File: src/rtl/cpu_ctrl_pkg.sv
// Shared types and encodings for the multicycle RV64I control unit.
// Latency: n/a (types and constants only).
// Backpressure: n/a.
package cpu_ctrl_pkg;

    typedef enum logic [3:0] {
        RESET_ST = 4'd0,
        FETCH    = 4'd1,
        DECODE   = 4'd2,
        EXEC_R   = 4'd3,
        EXEC_I   = 4'd4,
        ALU_WB   = 4'd5,
        ADDR     = 4'd6,
        MEM_RD   = 4'd7,
        LD_WB    = 4'd8,
        MEM_WR   = 4'd9,
        BRANCH   = 4'd10,
        LUI      = 4'd11,
        HALT     = 4'd12,
        ILLEGAL  = 4'd13
    } state_t;

    typedef enum logic [2:0] {
        CLS_R, CLS_I, CLS_LOAD, CLS_STORE, CLS_BRANCH, CLS_LUI, CLS_SYSTEM, CLS_BAD
    } iclass_t;

    localparam logic [6:0] OP_R      = 7'b0110011;
    localparam logic [6:0] OP_IMM    = 7'b0010011;
    localparam logic [6:0] OP_LOAD   = 7'b0000011;
    localparam logic [6:0] OP_STORE  = 7'b0100011;
    localparam logic [6:0] OP_BRANCH = 7'b1100011;
    localparam logic [6:0] OP_LUI    = 7'b0110111;
    localparam logic [6:0] OP_SYSTEM = 7'b1110011;

    localparam logic [6:0] F7_ADD = 7'b0000000;
    localparam logic [6:0] F7_SUB = 7'b0100000;

    localparam logic [2:0] ALU_ADD = 3'b001;
    localparam logic [2:0] ALU_SUB = 3'b010;

    localparam logic [2:0] A_PC      = 3'd0;
    localparam logic [2:0] A_REG     = 3'd1;
    localparam logic [2:0] A_ZERO    = 3'd2;
    localparam logic [2:0] A_PC_PREV = 3'd3;

    localparam logic [2:0] B_REG     = 3'd0;
    localparam logic [2:0] B_FOUR    = 3'd1;
    localparam logic [2:0] B_IMM     = 3'd2;
    localparam logic [2:0] B_IMM_SH1 = 3'd3;

    typedef struct packed {
        logic       pc_write;
        logic       ir_load;
        logic       a_load;
        logic       b_load;
        logic       aluout_load;
        logic       mdr_load;
        logic       regfile_write;
        logic       wb_sel;
        logic       mem_wr;
        logic [2:0] alu_a_sel;
        logic [2:0] alu_b_sel;
        logic [2:0] alu_op;
        logic       halted;
        logic       illegal;
    } ctrl_t;

endpackage

File: src/rtl/ctrl_decode.sv
// Classifies the IR opcode/funct fields into the instruction classes the FSM dispatches on.
// Latency: combinational.
// Backpressure: none.
module ctrl_decode
    import cpu_ctrl_pkg::*;
(
    input  logic [6:0] opcode,
    input  logic [2:0] funct3,
    input  logic [6:0] funct7,
    output iclass_t    iclass
);

    always_comb begin
        iclass = CLS_BAD;
        case (opcode)
            OP_R:      if (funct3 == 3'b000 && (funct7 == F7_ADD || funct7 == F7_SUB)) iclass = CLS_R;
            OP_IMM:    if (funct3 == 3'b000) iclass = CLS_I;
            OP_LOAD:   if (funct3 == 3'b011) iclass = CLS_LOAD;
            OP_STORE:  if (funct3 == 3'b011) iclass = CLS_STORE;
            OP_BRANCH: if (funct3 == 3'b000 || funct3 == 3'b001) iclass = CLS_BRANCH;
            OP_LUI:    iclass = CLS_LUI;
            OP_SYSTEM: iclass = CLS_SYSTEM;
            default:   iclass = CLS_BAD;
        endcase
    end

endmodule

File: src/rtl/control_unit.sv
// Multicycle control FSM driving every datapath strobe and select of the RV64I CPU.
// Latency: R/I/LUI 4+W, load 5+2W, store 4+W, branch 3+W cycles (W = MEM_WAIT).
// Backpressure: none; memory waits are a fixed MEM_WAIT count, HALT/ILLEGAL hold until reset.
module control_unit
    import cpu_ctrl_pkg::*;
#(
    parameter int MEM_WAIT = 1
) (
    input  logic       clock,
    input  logic       reset,
    input  logic [6:0] opcode,
    input  logic [2:0] funct3,
    input  logic [6:0] funct7,
    input  logic [4:0] rd,
    input  logic       alu_zero,
    output logic       pc_write,
    output logic       pc_src,
    output logic       ir_load,
    output logic       a_load,
    output logic       b_load,
    output logic       aluout_load,
    output logic       mdr_load,
    output logic       regfile_write,
    output logic       wb_sel,
    output logic       mem_wr,
    output logic [2:0] alu_a_sel,
    output logic [2:0] alu_b_sel,
    output logic [2:0] alu_op,
    output logic       halted,
    output logic       illegal,
    output logic [3:0] state
);

    localparam logic [2:0] WAIT_LAST = 3'(MEM_WAIT);

    state_t  state_q, state_d;
    logic [2:0] cnt_q, cnt_d;
    ctrl_t   ctl_q;
    iclass_t iclass;
    logic    branch_taken;

    ctrl_decode u_decode (
        .opcode (opcode),
        .funct3 (funct3),
        .funct7 (funct7),
        .iclass (iclass)
    );

    // Strobes for the state being entered, so they can be registered one edge ahead.
    function automatic ctrl_t moore_ctrl(input state_t s, input logic [2:0] c,
                                         input logic [6:0] f7, input logic [4:0] rd_f);
        ctrl_t o;
        o = '0;
        case (s)
            FETCH: if (c == WAIT_LAST) begin
                o.ir_load   = 1'b1;
                o.pc_write  = 1'b1;
                o.alu_a_sel = A_PC;
                o.alu_b_sel = B_FOUR;
                o.alu_op    = ALU_ADD;
            end
            DECODE: begin
                o.a_load      = 1'b1;
                o.b_load      = 1'b1;
                o.aluout_load = 1'b1;
                o.alu_a_sel   = A_PC_PREV;
                o.alu_b_sel   = B_IMM_SH1;
                o.alu_op      = ALU_ADD;
            end
            EXEC_R: begin
                o.aluout_load = 1'b1;
                o.alu_a_sel   = A_REG;
                o.alu_b_sel   = B_REG;
                o.alu_op      = (f7 == F7_SUB) ? ALU_SUB : ALU_ADD;
            end
            EXEC_I, ADDR: begin
                o.aluout_load = 1'b1;
                o.alu_a_sel   = A_REG;
                o.alu_b_sel   = B_IMM;
                o.alu_op      = ALU_ADD;
            end
            LUI: begin
                o.aluout_load = 1'b1;
                o.alu_a_sel   = A_ZERO;
                o.alu_b_sel   = B_IMM;
                o.alu_op      = ALU_ADD;
            end
            ALU_WB:  o.regfile_write = (rd_f != 5'd0);
            MEM_RD:  o.mdr_load = (c == WAIT_LAST);
            LD_WB: begin
                o.regfile_write = (rd_f != 5'd0);
                o.wb_sel        = 1'b1;
            end
            MEM_WR:  o.mem_wr = 1'b1;
            BRANCH: begin
                o.alu_a_sel = A_REG;
                o.alu_b_sel = B_REG;
                o.alu_op    = ALU_SUB;
            end
            HALT:    o.halted  = 1'b1;
            ILLEGAL: o.illegal = 1'b1;
            default: o = '0;
        endcase
        return o;
    endfunction

    always_comb begin
        state_d = state_q;
        cnt_d   = 3'd0;
        case (state_q)
            // Counter doubles as the one-cycle idle marker after reset release.
            RESET_ST: if (cnt_q == 3'd0) cnt_d = 3'd1; else state_d = FETCH;
            FETCH:    if (cnt_q == WAIT_LAST) state_d = DECODE; else cnt_d = cnt_q + 3'd1;
            DECODE: begin
                case (iclass)
                    CLS_R:                state_d = EXEC_R;
                    CLS_I:                state_d = EXEC_I;
                    CLS_LOAD, CLS_STORE:  state_d = ADDR;
                    CLS_BRANCH:           state_d = BRANCH;
                    CLS_LUI:              state_d = LUI;
                    CLS_SYSTEM:           state_d = HALT;
                    default:              state_d = ILLEGAL;
                endcase
            end
            EXEC_R, EXEC_I, LUI:             state_d = ALU_WB;
            ADDR:    state_d = (iclass == CLS_LOAD) ? MEM_RD : MEM_WR;
            MEM_RD:  if (cnt_q == WAIT_LAST) state_d = LD_WB; else cnt_d = cnt_q + 3'd1;
            ALU_WB, LD_WB, MEM_WR, BRANCH:   state_d = FETCH;
            HALT, ILLEGAL:                   state_d = state_q;
            default:                         state_d = RESET_ST;
        endcase
    end

    always_ff @(posedge clock or negedge reset) begin
        if (!reset) begin
            state_q <= RESET_ST;
            cnt_q   <= 3'd0;
            ctl_q   <= '0;
        end else begin
            state_q <= state_d;
            cnt_q   <= cnt_d;
            ctl_q   <= moore_ctrl(state_d, cnt_d, funct7, rd);
        end
    end

    // The branch decision needs this cycle's ALU compare, so it bypasses the output flops.
    assign branch_taken = (state_q == BRANCH) &&
                          ((funct3 == 3'b000 && alu_zero) || (funct3 == 3'b001 && !alu_zero));

    assign pc_write      = ctl_q.pc_write | branch_taken;
    assign pc_src        = branch_taken;
    assign ir_load       = ctl_q.ir_load;
    assign a_load        = ctl_q.a_load;
    assign b_load        = ctl_q.b_load;
    assign aluout_load   = ctl_q.aluout_load;
    assign mdr_load      = ctl_q.mdr_load;
    assign regfile_write = ctl_q.regfile_write;
    assign wb_sel        = ctl_q.wb_sel;
    assign mem_wr        = ctl_q.mem_wr;
    assign alu_a_sel     = ctl_q.alu_a_sel;
    assign alu_b_sel     = ctl_q.alu_b_sel;
    assign alu_op        = ctl_q.alu_op;
    assign halted        = ctl_q.halted;
    assign illegal       = ctl_q.illegal;
    assign state         = state_q;

endmodule

File: config.mk
export PLATFORM = sky130hd
export DESIGN_NAME = control_unit
export DESIGN_NICKNAME = d
export VERILOG_FILES = /design/src/rtl/cpu_ctrl_pkg.sv /design/src/rtl/ctrl_decode.sv /design/src/rtl/control_unit.sv
export SDC_FILE = /design/constraint.sdc
export NUM_CORES = 1
export LEC_CHECK = 0
export ABC_CLOCK_PERIOD_IN_PS = 4050
export CORE_ASPECT_RATIO = 2
export CORE_MARGIN = 10
export CORE_UTILIZATION = 37
export CTS_CLUSTER_DIAMETER = 60
export DETAILED_ROUTE_END_ITERATION = 16
export GPL_ROUTABILITY_DRIVEN = 0
export PLACE_DENSITY = 0.67
export SYNTH_ARGS = -nofsm -noshare
export SYNTH_HDL_FRONTEND = slang
export SYNTH_SLANG_ARGS = --single-unit
File: constraint.sdc
create_clock -name clock -period 4.05 [get_ports clock]
set_input_delay 0.81 -clock clock [delete_from_list [all_inputs] [get_ports clock]]
set_output_delay 0.81 -clock clock [all_outputs]
set_load 0.01 [all_outputs]
==> flow_summary.json <==
{
  "clock_latency_ps": 260,
  "die_area_sq_um": 7160,
  "status": "finished clean",
  "post-route-util_pct": 52.4,
  "p_leak_nw": 0.857,
  "hpwl_microns": 3490,
  "root_buffer": "clkbuf_8",
  "clock_path_buffers": 2,
  "worstPathMaxFanout": 3,
  "drt_iter0_markers": 48,
  "ys_seq_elements": 22,
  "ys_warn_count": 0,
  "fmax_ghz": 0.303,
  "crit_arrival_ps": 2490,
  "skew_ps": 4.33,
  "htree_levels": 1,
  "rsz0062_at_grt": "false",
  "vias": 1428,
  "synth-edff-count": 0,
  "drtAntennaViolNets": 0,
  "synth_ff_type": "dfrtp_1",
  "port_buffers": 46,
  "worst_ep_required_time_ps": 3240,
  "slew_viol_final": 0,
  "die_width_microns": 65.0,
  "dp.cells": 257,
  "start_kind": "input port",
  "syn_area_per_cell_sq_um": 8.88,
  "die_h_microns": 110,
  "tightest_slew_ps": 950,
  "nNetsFinal": 236,
  "syn_area_sq_um": 1500,
  "core_area_sq_um": 3880,
  "drc_errors": 0,
  "ys_seq_area_share_pct": 36.7,
  "drive_above_1_share_pct": 11.9,
  "post_cts_buffers": 0,
  "end_kind": "output pin",
  "path_clk_slew_ps": 80,
  "maxCapViolCount": 0,
  "antenna_found_initial": 0,
  "clkSinkCount": 22,
  "dr.pass1.iters": 4,
  "hold_buffers": 0,
  "hold_path.class": "register to register",
  "cts_tree": "yes",
  "min_period_ps": 3300,
  "final_cells": 261,
  "synthArstFlopShare_pct": 100,
  "rows": 32,
  "crit_type": "input port to output pin",
  "period_share_pct": 81.5,
  "grt_max_degree": 23,
  "ir_drop_uv": 241,
  "pre_cts_ws_ps": 691,
  "synthCells": 169,
  "grt_pass1_vias": 1541,
  "grt_overflow": 0,
  "post_cts_resize_count": 0,
  "vias_per_cell": 5.47,
  "start_util_pct": 38.7,
  "setup_viol": 0,
  "grt_first_pass_wirelength_microns": 7110,
  "n_antenna_cell": 0,
  "power.density_nw_per_um2": 547,
  "grtUsageTotal_pct": 12.4,
  "drt-wirelength-per-cell_microns": 16.2,
  "finalSetupTns_ps": 0,
  "cts_buffers": 3,
  "finalWirelength_microns": 4230,
  "ys_types": 58,
  "final.setup.worst_slack_ps": 750,
  "slew_headroom_pct": 36.4,
  "ios": 50,
  "hold_viol": 0,
  "syn_to_final_growth_pct": 35.5
}
-- Yosys cell counts, types with 2 or more instances --
cell      count  area, sq um
a21oi_1       6         30.0
nand3b_1      4         30.0
nand3_1       9         45.0
nor4_1        3         18.8
o21ai_0       9         45.0
a21o_2        2         17.5
nor3_1        5         25.0
clkbuf_1      3         11.3
nand2b_1      5         31.3
buf_4         5         37.5
a22o_1        2         17.5
o21bai_1      2         15.0
nor3b_1       3         22.5
nand2_1      12         45.0
dfrtp_1      22          551
o21a_1        4         30.0
or2_2         2         12.5
nor2_1       15         56.3
buf_2         2         10.0
inv_1         6         22.5
xnor2_1       2         17.5
nor2b_1       5         31.3
a31oi_1       4         25.0
and3_1        2         12.5
a41oi_1       2         17.5
-- path summary, 6_finish.rpt --
path / endpoint / start / depth (start not counted) / slack (ps)
worst max register to register: aluout_load$_DFF_PN0_ / state[1]$_DFF_PN0_ / 6 / 1670
worst min register to register: cnt_q[0]$_DFF_PN0_ / cnt_q[0]$_DFF_PN0_ / 1 / 600
worst max-delay path: pc_write / funct3[0] / 6 / 750
worst min-delay path: cnt_q[0]$_DFF_PN0_ / cnt_q[0]$_DFF_PN0_ / 1 / 600
max in group asynchronous: alu_b_sel[1]$_DFF_PN0_ / reset / 1 / 2390
min in group asynchronous: mem_wr$_DFF_PN0_ / reset / 1 / 1070
-- stage by stage --
stage	power [W]	hold slack, ps	area (sq um)
final	0.00111	597	2030
after global routing	0.00119	666	2030
after CTS	0.00112	599	2030
after detailed placement	0.000921	588	1960
after global placement	0.000906	566	1960
after floorplan	0.000687	514	1510
-- cells by family after synthesis --
group / Yosys count / synth area share, %
AO/OA/AOI/OAI: 43 / 20.6
XOR/XNOR: 3 / 1.75
buffers and inverters: 18 / 6.42
flip-flops: 22 / 36.7
other: 1 / 0.250
AND/OR/NAND/NOR: 82 / 34.3
-- layout by cell type (no fill, tap or decap), drive strengths merged, types with 5 or more instances in the layout --
master,netlist,layout
a21oi,7,7
clkdlybuf4s50,0,46
dfrtp,22,22
inv,7,7
nand2,12,12
nand2b,5,5
nand3,10,10
nand3b,5,5
nor2,16,16
nor2b,5,5
nor3,5,5
o21a,5,5
o21ai,9,9
-- final cells by class --
class | instances | area, sq um
clock buffer | 3 | 41.3
clock inverter | 1 | 30.0
fill | 386 | 1850
inverter | 7 | 26.3
multi-input combinational | 131 | 862
sequential | 22 | 551
tap | 51 | 63.8
timing repair buffer | 46 | 460
-- critical path, stage by stage --
cell	delay, ps
clkdlybuf4s50_1	520
xor2_1	160
nand3b_1	90
nor4_1	220
or2_2	160
clkdlybuf4s50_1	530
-- state kept, by name, summed over array words and instances, names as in the netlist --
signal / flops
regfile_write: 1
state: 4
illegal: 1
mdr_load: 1
alu_op: 2
wb_sel: 1
aluout_load: 1
halted: 1
alu_a_sel: 2
mem_wr: 1
alu_b_sel: 2
cnt_q: 3
a_load: 1
ir_load: 1
-- power by group --
group / total [W] / internal [W] / switching, W
logic: 0.000556 / 0.000281 / 0.000275
registers: 0.000355 / 0.000284 / 0.0000707
clock network: 0.000202 / 0.000132 / 0.0000699
-- metal layers --
metal | part of all wire, % | track usage (%) | vias up
met4 | 2.7 | 6.92 | 0
met3 | 4.6 | 2.73 | 9
met2 | 56 | 23.9 | 41
met5 | 0 | 0 | -
li1 | - | - | 689
met1 | 37 | 11.5 | 689
(Power assumes the default switching activity.)
